<file path="config.mk">
export PLATFORM = sky130hd
export DESIGN_NAME = shift_add_mul
export DESIGN_NICKNAME = d
export VERILOG_FILES = /design/src/rtl/shift_add_mul_pkg.sv /design/src/rtl/shift_add_mul_ctrl.sv /design/src/rtl/shift_add_mul.sv
export SDC_FILE = /design/constraint.sdc
export NUM_CORES = 1
export LEC_CHECK = 0
export BUFFER_PORTS_ARGS = -buffer_cell sky130_fd_sc_hd__buf_2
export CORE_MARGIN = 2
export CORE_UTILIZATION = 40
export DETAILED_ROUTE_END_ITERATION = 16
export PLACE_DENSITY_LB_ADDON = 0.25
export SLEW_MARGIN = 20
export SYNTH_ARGS = -nofsm -noshare
export SYNTH_HDL_FRONTEND = slang
export SYNTH_SLANG_ARGS = --single-unit
</file>
<file path="constraint.sdc">
create_clock -name clk -period 3.89 [get_ports clk]
set_clock_uncertainty 0.15 [all_clocks]
set_input_delay 0.778 -clock clk [delete_from_list [all_inputs] [get_ports clk]]
set_output_delay 0.778 -clock clk [all_outputs]
set_load 0.01 [all_outputs]
</file>
<file path="src/rtl/shift_add_mul_pkg.sv">
// rtl/shift_add_mul_pkg.sv - shared FSM state encoding for the shift-add multiplier
package shift_add_mul_pkg;

    localparam int STATE_W = 2;

    typedef enum logic [STATE_W-1:0] {
        IDLE = 2'd0,
        RUN  = 2'd1,
        DONE = 2'd2
    } state_t;

endpackage

</file>
<file path="src/rtl/shift_add_mul_ctrl.sv">
// rtl/shift_add_mul_ctrl.sv - sequencing FSM: emits load/step/finish strobes, busy and done
module shift_add_mul_ctrl
    import shift_add_mul_pkg::*;
(
    input  logic clk,
    input  logic rst_n,
    input  logic start,
    input  logic b_zero,
    output logic busy,
    output logic done,
    output logic load,
    output logic step,
    output logic finish
);

    state_t state_q;
    state_t state_d;

    always_ff @(posedge clk or negedge rst_n) begin
        if (!rst_n) begin
            state_q <= IDLE;
        end else begin
            state_q <= state_d;
        end
    end

    always_comb begin
        state_d = state_q;
        load    = 1'b0;
        step    = 1'b0;
        finish  = 1'b0;
        case (state_q)
            IDLE: begin
                if (start) begin
                    load    = 1'b1;
                    state_d = RUN;
                end
            end
            RUN: begin
                // start is deliberately not looked at here or in DONE
                if (b_zero) begin
                    finish  = 1'b1;
                    state_d = DONE;
                end else begin
                    step = 1'b1;
                end
            end
            DONE: begin
                state_d = IDLE;
            end
            default: begin
                state_d = IDLE;
            end
        endcase
    end

    assign busy = (state_q == RUN);
    assign done = (state_q == DONE);

endmodule

</file>
<file path="src/rtl/shift_add_mul.sv">
// rtl/shift_add_mul.sv - sequential shift-add multiplier; optional signed mode under SEQ_MUL_SIGNED_EN
module shift_add_mul
    import shift_add_mul_pkg::*;
#(
    parameter int WIDTH = 16
) (
    input  logic               clk,
    input  logic               rst_n,
    input  logic               start,
`ifdef SEQ_MUL_SIGNED_EN
    input  logic               signed_op,
`endif
    input  logic [WIDTH-1:0]   a_in,
    input  logic [WIDTH-1:0]   b_in,
    output logic               busy,
    output logic               done,
    output logic [2*WIDTH-1:0] product
);

    logic [2*WIDTH-1:0] a_reg;
    logic [WIDTH-1:0]   b_reg;
    logic [2*WIDTH-1:0] acc;
    logic               neg_q;

    logic               load;
    logic               step;
    logic               finish;
    logic               b_zero;

    logic [WIDTH-1:0]   a_mag;
    logic [WIDTH-1:0]   b_mag;
    logic               neg_d;

`ifdef SEQ_MUL_SIGNED_EN
    // The most-negative value negates onto itself, which read unsigned is its magnitude.
    always_comb begin
        a_mag = (signed_op && a_in[WIDTH-1]) ? ('0 - a_in) : a_in;
        b_mag = (signed_op && b_in[WIDTH-1]) ? ('0 - b_in) : b_in;
        neg_d = signed_op && (a_in[WIDTH-1] ^ b_in[WIDTH-1]);
    end
`else
    always_comb begin
        a_mag = a_in;
        b_mag = b_in;
        neg_d = 1'b0;
    end
`endif

    assign b_zero = (b_reg == '0);

    shift_add_mul_ctrl u_ctrl (
        .clk    (clk),
        .rst_n  (rst_n),
        .start  (start),
        .b_zero (b_zero),
        .busy   (busy),
        .done   (done),
        .load   (load),
        .step   (step),
        .finish (finish)
    );

    always_ff @(posedge clk or negedge rst_n) begin
        if (!rst_n) begin
            a_reg   <= '0;
            b_reg   <= '0;
            acc     <= '0;
            neg_q   <= 1'b0;
            product <= '0;
        end else begin
            if (load) begin
                a_reg <= {{WIDTH{1'b0}}, a_mag};
                b_reg <= b_mag;
                acc   <= '0;
                neg_q <= neg_d;
            end else if (step) begin
                acc   <= acc + (b_reg[0] ? a_reg : '0);
                a_reg <= a_reg << 1;
                b_reg <= b_reg >> 1;
            end
            if (finish) begin
                product <= neg_q ? ('0 - acc) : acc;
            end
        end
    end

endmodule
</file>
==> metrics <==
status=complete, no violations; initial core utilization=40.4%; Final setup viols=0; detailed placement HPWL=10200 um; cells along the critical path=and2_1, ha_1, inv_1, fa_1, nor2b_1, o2111ai_1, a21oi_1, o21ai_0, a21oi_1, a41oi_1, xor2_1, o21ai_0; leading area contributor after synthesis=dfrtp_1; HP Class=in2async; Die H=130 um; largest family of logic cells by synthesized area=simple AND/OR/NAND/NOR gates; row cnt=46; Ys Warns=0; drt wl/cell=15.0 um; I/O Buffers=68; adder-cell share of the synthesized area=6.42%; initial antenna violation count=0; Vias/cell=5.34; Post-Synth Simple-Gate Area=20.8%; Synth Register Bits=114; root buffer cell=clkbuf_16; Fmax=0.304 GHz; DR DRC count=0; Seq/Total Area, Yosys=44.9%; slew margin rel.=49.1%; largest net degree at the start of global routing=112; combinational share of power=45.1%; worst endpoint required time=4.07 ns; routability cong.=0.855; CTS tree=yes; crit path max fanout=16; Final Hold Viols=0; Synth Area in Compound Gates=15.6%; initial detailed-routing violation count=447; CTS Buf Count=17; Area Growth Syn to Fin=19.1%; mux contribution to synthesized area=5.67%; share of cells above drive strength 1=18.7%; Clk Latency, worst-skew pair=0.42 ns; TritonRoute pass-1 iters=4; Sw Share=40.4%; internal power=4.17 mW; # hold bufs at CTS=0; hold slack=0.265 ns; Psw=2.83 mW; PwrDens=924 nW/um^2; core box area=15700 um^2; Sequential Power Share=30.5%; Total Routing Usage GR=18.7%; RSZ-0062 raised after global routing=no; number of synthesized flops with an enable pin=0; crit path buf inv count=1; peak supply drop=0.532 mV; clock sink total=114; Worst-path clk slew=0.06 ns; vias in the first global route=5193; worst slew pin tran=0.763 ns; R2R cell count=12; setup bufs post-CTS=0; Tmin final=3.29 ns; Leak=3.46 nW; die footprint=16900 um^2; Routed Antenna Nets=0; n_diodes=0; Top Family by Delay on Critical Path=compound AO/OA/AOI/OAI gates; htree depth=4; reg2reg start=b_reg[0]$_DFFE_PN0P_; Die W=130 um; period utilization=84.5%; Register Area=2850 um^2; R2R Path End=acc[30]$_DFFE_PN0P_; cts repair resizes=0; clk buf depth=2; Post-Synth XOR/XNOR Area=3.86%; Syn Std Cell Area=6350 um^2; crit path kind=reg2reg; Gate Count Post-Synth=705; asr flop ratio synth=100%; Most used DFF post-synth=dfrtp_1; Syn Area/Cell=9.01 um^2; clock share of power=24.4%; fill cell count=1532; GRT overflow=0; via count=5289; top cell type's share of synthesized area=44.9%; Yosys cell types=46; slowest stage delay, CP=0.58 ns; Post-Syn Nets=772; register-to-register setup slack=0.60 ns; multi-input combinational cell area=3350 um^2; Max-Cap Viols=0; WP depth=12; Boundary Pins=69; Crit path arrival time=3.47 ns; Setup crit end kind=flip-flop; pins over their slew limit=0; Crit-path slowest cell=dfrtp_1; type of origin of the critical path=flip-flop; Final nets=828; Total Wirelength=14800 um; top post-synthesis cells by area=dfrtp_1 45%, nand2_1 7.5%, ha_1 6.1%, mux2_2 5.7%, nand3_1 4.3%; setup tns final=0 ns; first-pass GRT wire length=25200 um
==> worst max path at each step <==
stage | start | end | slack (ns)
finish | b_reg[0]$_DFFE_PN0P_ | acc[30]$_DFFE_PN0P_ | 0.60
CTS | b_reg[0]$_DFFE_PN0P_ | acc[30]$_DFFE_PN0P_ | 0.60
floorplan | b_reg[0]$_DFFE_PN0P_ | acc[29]$_DFFE_PN0P_ | 0.90
global route | b_reg[0]$_DFFE_PN0P_ | acc[30]$_DFFE_PN0P_ | 0.34
global placement | b_reg[0]$_DFFE_PN0P_ | acc[30]$_DFFE_PN0P_ | 0.73
detailed placement | b_reg[0]$_DFFE_PN0P_ | acc[30]$_DFFE_PN0P_ | 0.60
==> cell usage after synthesis (2+ instances only) <==
cell / instances
buf_1: 2
a21o_1: 13
and2_1: 32
nor2_1: 48
nor2b_1: 4
o21bai_1: 6
nand3_1: 54
nor3_1: 3
o31ai_1: 2
dfrtp_1: 114
nor4_1: 5
ha_1: 31
and3_1: 2
o211ai_1: 4
inv_1: 9
a211o_1: 2
a31o_2: 2
nand2_1: 127
clkbuf_1: 35
a31oi_1: 33
mux2_2: 32
nand4_1: 7
xnor2_1: 11
a21oi_1: 35
xor2_1: 17
o21ai_0: 50
o2111ai_1: 2
nand2b_1: 5
==> kinds of logic after synthesis <==
logic type / after synthesis
adder cells (fa/ha/maj): 32
AO/OA/AOI/OAI: 161
multiplexers: 32
XOR/XNOR: 28
buffers and inverters: 47
AND/OR/NAND/NOR: 291
flip-flops: 114
==> cell usage in the layout (no fill, tap or decap), types with 13 or more instances in the layout <==
cell type,count
buf_2,67
ha_1,31
xor2_1,17
a31oi_1,33
dfrtp_1,114
clkbuf_16,17
a21oi_1,35
nand3_1,54
a21o_1,13
nor2_1,48
mux2_2,32
o21ai_0,50
nand2_1,125
and2_1,32
==> power by group through the flow <==
stage	registers [mW]	clock network (mW)	logic, mW
floorplan	2.05	0	2.36
global placement	2.14	0	3.08
detailed placement	2.15	0	3.14
CTS	2.14	1.73	3.16
global route	2.21	1.79	3.57
finish	2.13	1.71	3.15
==> metal layers <==
metal	vias up	share of wire [%]	wire [um]	track usage [%]
met1	2590	49	7200	25.5
met3	12	3.5	519	4.06
li1	2591	-	-	-
met5	-	0	0	0
met4	0	1.1	163	7.02
met2	96	47	6910	29.4
==> area by class of cell <==
type | instances | share of cell area [%]
timing repair buffer | 75 | 5.55
clock inverter | 10 | 2.38
clock buffer | 22 | 6.13
sequential | 114 | 37.7
inverter | 9 | 0.446
tap | 216 | 3.57
multi-input combinational | 544 | 44.2
==> per-stage QoR <==
stage	area, um^2	setup WS, ns	cells	power, mW	util, %
3_3_place_gp	6920	0.732	958	5.22	44.0
2_1_floorplan	6350	0.902	705	4.41	-
4_1_cts	7560	0.604	990	7.03	48.1
3_5_place_dp	6920	0.601	958	5.28	44.0
6_report	7570	0.602	990	6.99	48.2
5_1_grt	7570	0.338	990	7.57	48.2
Power figures use the tool's default switching activity.
